===== src/rtl/decode_stage.sv =====
// WISC ID stage: decode, 16x16 register file with write-through, load-use
// hazard detection, flush bubbles, HLT latch, and the ID/EX pipeline register.
module decode_stage #(
  parameter int unsigned NREG = 16
) (
  input  logic        clk,
  input  logic        rst,
  input  logic        if_valid,
  input  logic [15:0] if_instr,
  input  logic [15:0] if_pc_inc,
  input  logic        flush,
  input  logic        wb_we,
  input  logic [3:0]  wb_addr,
  input  logic [15:0] wb_data,
  output logic        stall,
  output logic        halted,
  output logic        ex_valid,
  output logic [15:0] ex_instr,
  output logic [15:0] ex_imm,
  output logic        ex_alusrc,
  output logic [15:0] ex_regdata1,
  output logic [15:0] ex_regdata2,
  output logic [15:0] ex_pc_inc,
  output logic [3:0]  ex_rd,
  output logic        ex_regwrite,
  output logic        ex_memread,
  output logic        ex_memwrite
);

  typedef enum logic [3:0] {
    OP_ADD  = 4'h0, OP_SUB = 4'h1, OP_XOR = 4'h2, OP_RED = 4'h3,
    OP_SLL  = 4'h4, OP_SRA = 4'h5, OP_ROR = 4'h6, OP_PADD = 4'h7,
    OP_LW   = 4'h8, OP_SW  = 4'h9, OP_LLB = 4'hA, OP_LHB = 4'hB,
    OP_B    = 4'hC, OP_BR  = 4'hD, OP_PCS = 4'hE, OP_HLT = 4'hF
  } op_t;

  op_t         op;
  logic [3:0]  rd_f, rs_f, rt_f;
  logic [3:0]  raddr1, raddr2;
  logic [15:0] rdata1, rdata2;
  logic [15:0] imm;
  logic        alusrc, regwrite, uses1, uses2;
  logic        hazard, advance;
  logic [15:0] regs [NREG];

  assign op   = op_t'(if_instr[15:12]);
  assign rd_f = if_instr[11:8];
  assign rs_f = if_instr[7:4];
  assign rt_f = if_instr[3:0];

  always_comb begin
    raddr1   = rs_f;
    raddr2   = rt_f;
    imm      = '0;
    alusrc   = 1'b0;
    regwrite = 1'b0;
    uses1    = 1'b0;
    uses2    = 1'b0;
    unique case (op)
      OP_ADD, OP_SUB, OP_XOR, OP_RED, OP_PADD: begin
        regwrite = 1'b1;
        uses1    = 1'b1;
        uses2    = 1'b1;
      end
      OP_SLL, OP_SRA, OP_ROR: begin
        imm      = {12'h000, if_instr[3:0]};
        alusrc   = 1'b1;
        regwrite = 1'b1;
        uses1    = 1'b1;
      end
      OP_LW: begin
        imm      = {{11{if_instr[3]}}, if_instr[3:0], 1'b0};
        alusrc   = 1'b1;
        regwrite = 1'b1;
        uses1    = 1'b1;
      end
      OP_SW: begin
        raddr2 = rd_f;
        imm    = {{11{if_instr[3]}}, if_instr[3:0], 1'b0};
        alusrc = 1'b1;
        uses1  = 1'b1;
        uses2  = 1'b1;
      end
      OP_LLB, OP_LHB: begin
        // byte loads merge into the existing rd value, so rd is source 1
        raddr1   = rd_f;
        imm      = {8'h00, if_instr[7:0]};
        alusrc   = 1'b1;
        regwrite = 1'b1;
        uses1    = 1'b1;
      end
      OP_B:   imm = {{7{if_instr[8]}}, if_instr[8:0]};
      OP_BR:  uses1 = 1'b1;
      OP_PCS: regwrite = 1'b1;
      OP_HLT: ;
      default: ;
    endcase
  end

  always_ff @(posedge clk or negedge rst) begin
    if (!rst) begin
      for (int unsigned i = 0; i < NREG; i++) regs[i] <= '0;
    end else if (wb_we && wb_addr != 4'd0) begin
      regs[wb_addr] <= wb_data;
    end
  end

  always_comb begin
    rdata1 = '0;
    rdata2 = '0;
    if (raddr1 != 4'd0) rdata1 = (wb_we && wb_addr == raddr1) ? wb_data : regs[raddr1];
    if (raddr2 != 4'd0) rdata2 = (wb_we && wb_addr == raddr2) ? wb_data : regs[raddr2];
  end

  assign hazard = if_valid & ex_valid & ex_memread & (ex_rd != 4'd0) &
                  ((uses1 & (raddr1 == ex_rd)) | (uses2 & (raddr2 == ex_rd)));
  assign stall   = halted | (hazard & ~flush);
  assign advance = if_valid & ~flush & ~hazard & ~halted;

  always_ff @(posedge clk or negedge rst) begin
    if (!rst) begin
      halted      <= 1'b0;
      ex_valid    <= 1'b0;
      ex_instr    <= '0;
      ex_imm      <= '0;
      ex_alusrc   <= 1'b0;
      ex_regdata1 <= '0;
      ex_regdata2 <= '0;
      ex_pc_inc   <= '0;
      ex_rd       <= '0;
      ex_regwrite <= 1'b0;
      ex_memread  <= 1'b0;
      ex_memwrite <= 1'b0;
    end else if (advance) begin
      if (op == OP_HLT) halted <= 1'b1;
      ex_valid    <= 1'b1;
      ex_instr    <= if_instr;
      ex_imm      <= imm;
      ex_alusrc   <= alusrc;
      ex_regdata1 <= rdata1;
      ex_regdata2 <= rdata2;
      ex_pc_inc   <= if_pc_inc;
      ex_rd       <= rd_f;
      ex_regwrite <= regwrite;
      ex_memread  <= (op == OP_LW);
      ex_memwrite <= (op == OP_SW);
    end else begin
      ex_valid    <= 1'b0;
      ex_instr    <= '0;
      ex_imm      <= '0;
      ex_alusrc   <= 1'b0;
      ex_regdata1 <= '0;
      ex_regdata2 <= '0;
      ex_pc_inc   <= '0;
      ex_rd       <= '0;
      ex_regwrite <= 1'b0;
      ex_memread  <= 1'b0;
      ex_memwrite <= 1'b0;
    end
  end

endmodule


===== config.mk =====
export PLATFORM = sky130hd
export DESIGN_NAME = decode_stage
export DESIGN_NICKNAME = d
export VERILOG_FILES = /design/src/rtl/decode_stage.sv
export SDC_FILE = /design/constraint.sdc
export NUM_CORES = 1
export LEC_CHECK = 0
export CAP_MARGIN = 0
export CORE_MARGIN = 4
export CORE_UTILIZATION = 35
export DETAILED_ROUTE_END_ITERATION = 7
export PLACE_DENSITY = 0.6
export SLEW_MARGIN = 25
export SYNTH_ARGS = -nofsm -noshare
export SYNTH_HDL_FRONTEND = slang
export SYNTH_SLANG_ARGS = --single-unit
export TNS_END_PERCENT = 1

===== constraint.sdc =====
create_clock -name clk -period 2.96 [get_ports clk]
set_input_delay 0.444 -clock clk [delete_from_list [all_inputs] [get_ports clk]]
set_output_delay 0.444 -clock clk [all_outputs]
set_load 0.02 [all_outputs]

# Word level (Yosys, flattened, before mapping)
# Cells that the tools add are included.
# word_totals
register_bits	346
input_bits	57
output_inout_bits	91
# op_classes
n_lt_le_gt_ge	4
eq_ne	19
mux	31
bitwise_logic	18
reduce_logical	17
# op_table
cell	count
256-bit bitwise mux	1
16-bit 2-to-1 mux	14
16-bit binary-select mux with 4-bit select	2
16-bit demux with 4-bit select	1
16-bit one-hot mux with 4 select lines	1
4-bit == test, second input constant	8
4-bit by 3-bit == test with 1-bit output, second input constant	4
4-bit == test	4
4-bit nonzero test	4
5-bit greater-or-equal comparator, second input constant	3
4-bit NOT with 5-bit output	3
13-bit OR reduction	1
4-bit 2-to-1 mux	3
12-bit OR reduction	1
1-bit bitwise AND	10
1-bit 2-to-1 mux	9
4-bit by 2-bit == test with 1-bit output, second input constant	2
7-bit OR reduction	1
6-bit OR reduction	1
5-bit by 1-bit less-than comparator with 1-bit output, second input constant	1
4-bit by 1-bit == test with 1-bit output, second input constant	1
1-bit logical AND	4
4-bit zero test	1
2-bit OR reduction	2
4 further kinds	7

# Depth between registers and ports, before layout
# logic_depth
word_depth	11
mapped_depth	13

# Worst setup path before layout
# OpenSTA, ideal clock, no wires.
# synth_path
path_kind	input to output
startpoint	input if_instr[13]
endpoint	output stall
arrival_time_ns	2.578
required_time_ns	2.516
path_slack_ns	-0.062
stages	10
cell_sequence	buf_2 > nand3b_1 > buf_2 > mux2_2 > buf_2 > xor2_1 > nor4_1 > a31oi_2 > clkbuf_1 > o21ai_0
# synth_between
elab_chain_len	9
# synth_lines
item	line	rtl
from (decl)	9	input logic [15:0] if_instr,
4-bit == test	59	unique case (op)
2-bit OR reduction	n/a	
4-bit 2-to-1 mux	59	
4-bit == test	116	((uses1 & (raddr1 == ex_rd)) | (uses2 & (raddr2 == ex_rd)));
1-bit bitwise AND	116	
1-bit OR (*)	116	
1-bit bitwise AND (*)	115	assign hazard = if_valid & ex_valid & ex_memread & (ex_rd != 4'd0) &
1-bit bitwise AND (*)	117	assign stall = halted | (hazard & ~flush);
1-bit OR (*)	117	
to (decl)	15	output logic stall,
# Mark *: on every way between the ends. The rest lies on a longest branch, timed or not.

# Worst setup path after layout
# layout_path
startpoint	input if_instr[14]
endpoint	output stall
# The elaborated chain is that of the path after synthesis.

==> run_results.csv <==
group,metric,value,unit
outcome,outcome,"finished clean",
setup_path,worst_path_largest_cell_delay,510,ps
finish,stdcell_count,2064,
global_route,top_usage_layer,"met2",
setup_path,crit_path_start_kind,"input port",
logic_synthesis,yosys_warnings,0,
global_route,grt_util_met2,33.1,%
place,io_buffers,147,
setup_path,critical-path-top-delay-family,"buffers and inverters",
setup_path,cp_slowest_cell,"clkdlybuf4s50_1",
setup_path,rrSetupSlack,330,ps
power,swShare,26.9,%
logic_synthesis,syn_area,17000,µm²
setup_path,arrival,2390,ps
timing,fin_skew,18.0,ps
power,ir_drop,0.000434,V
clock_tree,cts_buffers,37,
finish,design_area,21300,µm²
global_route,antenna_found_initial,0,
detailed_routing,ant_nets,0,
detailed_routing,dr.first_iter.drc_count,720,
setup_path,required,2520,ps
floorplanning,die_area,52100,µm²
setup_path,critPathKind,"input port to primary output",
power,power.density,620,nW/µm²
floorplanning,start_util,35.5,%
finish,drive_gt1_share,41.4,%
detailed_routing,wire_per_inst,25.5,µm
logic_synthesis,synth_edf_count,0,
timing,holdWs,394,ps
logic_synthesis,yosys-top-cells-area,"dfrtp_1, mux2_2, mux4_2, mux2i_1, clkbuf_1",
floorplanning,die_w,228,µm
logic_synthesis,synth.avg_cell_area,13.8,µm²
worst_hold_path,hp-class,"register to register",
clock_tree,cts.clk_slew.worst_paths,60,ps
clock_tree,clock_sinks,335,
finish,antennaDiodeCount,0,
detailed_routing,first_pass_iters,5,
floorplanning,core_area,47800,µm²
clock_tree,cts_tree,"yes",
timing,relSlewSlack,40.0,%
setup_path,crit_chain,"clkdlybuf4s50_1, nand3b_1, buf_6, mux2i_1, xnor2_1, nor4_2, a31oi_2, o21ai_1, buf_4",
setup_path,cp-end-kind,"primary output",
power,switchingPower,3.56,mW
timing,fmax,352,MHz
place,placed_area,20100,µm²
timing,rsz0062_at_grt,"false",
global_route,grt_max_degree,91,
detailed_routing,drc,0,
global_route,grt.met1_usage,26.0,%
floorplanning,num_rows,80,
logic_synthesis,syn-num-nets,1287,
logic_synthesis,synth_top_area_share,49.4,%
place,preCtsSetupSlack,-372,ps
power,internal_power,9.65,mW
power,clockPowerShare,34.2,%
logic_synthesis,ys_types,52,
timing,slew_viol_final,0,
power,power_frac_seq,45.0,%
place,dpl.hpwl,34.9,mm
timing,hold_viol,0,
finish,final_nets,1481,
clock_tree,htreeDepth,2,
logic_synthesis,yosys_most_used_dff,"dfrtp_1",
power,p_comb_share,20.8,%
detailed_routing,vias_per_cell,5.59,
global_route,grt_usage,19.9,%
floorplanning,dieHeight,228,µm
timing,finalCriticalPeriod,2840,ps
global_route,grt_pass1_vias,12200,
global_route,overflow,0,
timing,finalSetupViolations,0,
place,gp_congestion,0.873,
global_route,grt_pass1_wl,79.5,mm
power,leakage,9.08,nW
detailed_routing,num_vias,11500,
logic_synthesis,yosysSeqAreaShare,49.4,%
timing,worstMarginPinSlew,900,ps
logic_synthesis,ys_seq_elements,335,
power,design_power_total,13.2,mW
finish,area_growth,25.6,%
detailed_routing,routed_wl,52.6,mm
run,maxCapViolations,0,
logic_synthesis,yosys.area.top_type,"dfrtp_1",
logic_synthesis,synth_cells,1230,
timing,finalCritPeriodShare,95.9,%
place,dp_cells,1996,
global_route,grt_util_met3,3.87,%
floorplanning,num_io_pins,148,
setup_path,crit_buf_inv,3,
clock_tree,clockRootBuffer,"clkbuf_16",
setup_path,critical_path_peak_fanout,7,
clock_tree,worstSkewPairLatency,550,ps
logic_synthesis,ys_async_sr_fraction,100,%
timing,setup_ws,122,ps
clock_tree,ctsLongestPathBuffers,3,
[area by class of cell]
| type | count | area (µm²) |
|---|---|---|
| Sequential cell | 335 | 8380 |
| Tap cell | 615 | 769 |
| Fill cell | 4352 | 26500 |
| Inverter | 15 | 56.3 |
| Timing Repair Buffer | 286 | 2870 |
| Clock inverter | 10 | 81.3 |
| Multi-Input combinational cell | 749 | 8080 |
| Clock buffer | 54 | 1080 |
[routing by layer]
| metal | vias up | wire [µm] |
|---|---|---|
| met5 | - | 0 |
| met4 | 0 | 1810 |
| met3 | 103 | 3100 |
| met2 | 400 | 25500 |
| met1 | 6026 | 22100 |
| li1 | 5003 | - |
[cell families after synthesis]
family | after synthesis | share of synthesized area, %
buf+inv | 146 | 3.91
mux | 438 | 34.6
xor+xnor | 13 | 0.671
compound gates | 134 | 6.48
flops | 335 | 49.4
simple gates | 164 | 5.00
[flip-flops by register name, indices dropped and copies added, names as in the netlist]
signal and count:
regs 256, ex_pc_inc 16, ex_regdata1 16, ex_regdata2 16, ex_instr 13, ex_imm 9, ex_rd 3, ex_alusrc 1
ex_memread 1, ex_memwrite 1, ex_regwrite 1, ex_valid 1, halted 1
[metrics by stage]
| step | TNS [ps] | utilization, % |
|---|---|---|
| after global routing | 0 | 44.6 |
| after global placement | -7900 | 42.0 |
| after detailed placement | -8460 | 42.0 |
| after CTS | 0 | 44.5 |
| after floorplan | 0 | - |
| final | 0 | 44.6 |
[power by group through the flow]
| stage | Sequential (mW) | Clock (mW) | Combinational [mW] |
|---|---|---|---|
| floorplan | 5.78 | 0 | 2.01 |
| global placement | 5.96 | 0 | 2.69 |
| detailed placement | 6.00 | 0 | 2.75 |
| CTS | 5.92 | 4.63 | 2.77 |
| global route | 6.04 | 4.81 | 2.98 |
| finish | 5.94 | 4.52 | 2.75 |
[worst reg2reg max path: stages, from the launching register on]
cell and delay, ps:
dfrtp_1 470, nand2b_1 210, a22o_1 210, a22oi_1 230
a211oi_2 80, a31oi_2 280, buf_4 160, nand3_2 90
inv_1 120, o21ai_2 100, buf_12 180, nor3_1 370
[worst paths after layout]
path                                   end  cells after the start         start
max                                  stall                      9  if_instr[14]
min                              regs[241]                      0     regs[241]
max reg2reg                ex_regdata1[12]                     11      ex_rd[1]
min reg2reg                      regs[241]                      0     regs[241]
max in group asynchronous         regs[75]                      3           rst
min in group asynchronous      ex_instr[5]                      2           rst
[cell usage after synthesis, drive strengths merged, types with 5 or more instances]
master and count:
and3 16, nand3 11, a21oi 14, nand2b 5
mux2i 72, buf 46, nand2 15, nor3 18
nor2 54, o2111a 16, dfrtp 335, mux2 277
inv 15, and2 24, o21ai 7, clkbuf 85
a221o 16, o22ai 21, a22oi 45, mux4 89
xnor2 10
[cell usage in the layout (no fill, tap or decap), drive strengths merged, types with 24 or more instances in the layout]
| cell type | netlist | layout |
|---|---|---|
| a22oi | 45 | 45 |
| and2 | 24 | 24 |
| buf | 46 | 140 |
| clkbuf | 85 | 54 |
| clkdlybuf4s50 | 0 | 144 |
| dfrtp | 335 | 335 |
| mux2 | 277 | 277 |
| mux2i | 72 | 72 |
| mux4 | 89 | 89 |
| nor2 | 54 | 54 |
[what timing repair did]
action                     4_1_cts  5_1_grt
hold buffers                     1        0
buffers inserted                 0        3
pin swaps                        1        2
cloned                           0        0
resized for setup                7        6
hold endpoints to repair        83        0
setup endpoints to repair        1        4
No activity file was read; power rests on OpenSTA's default activity.
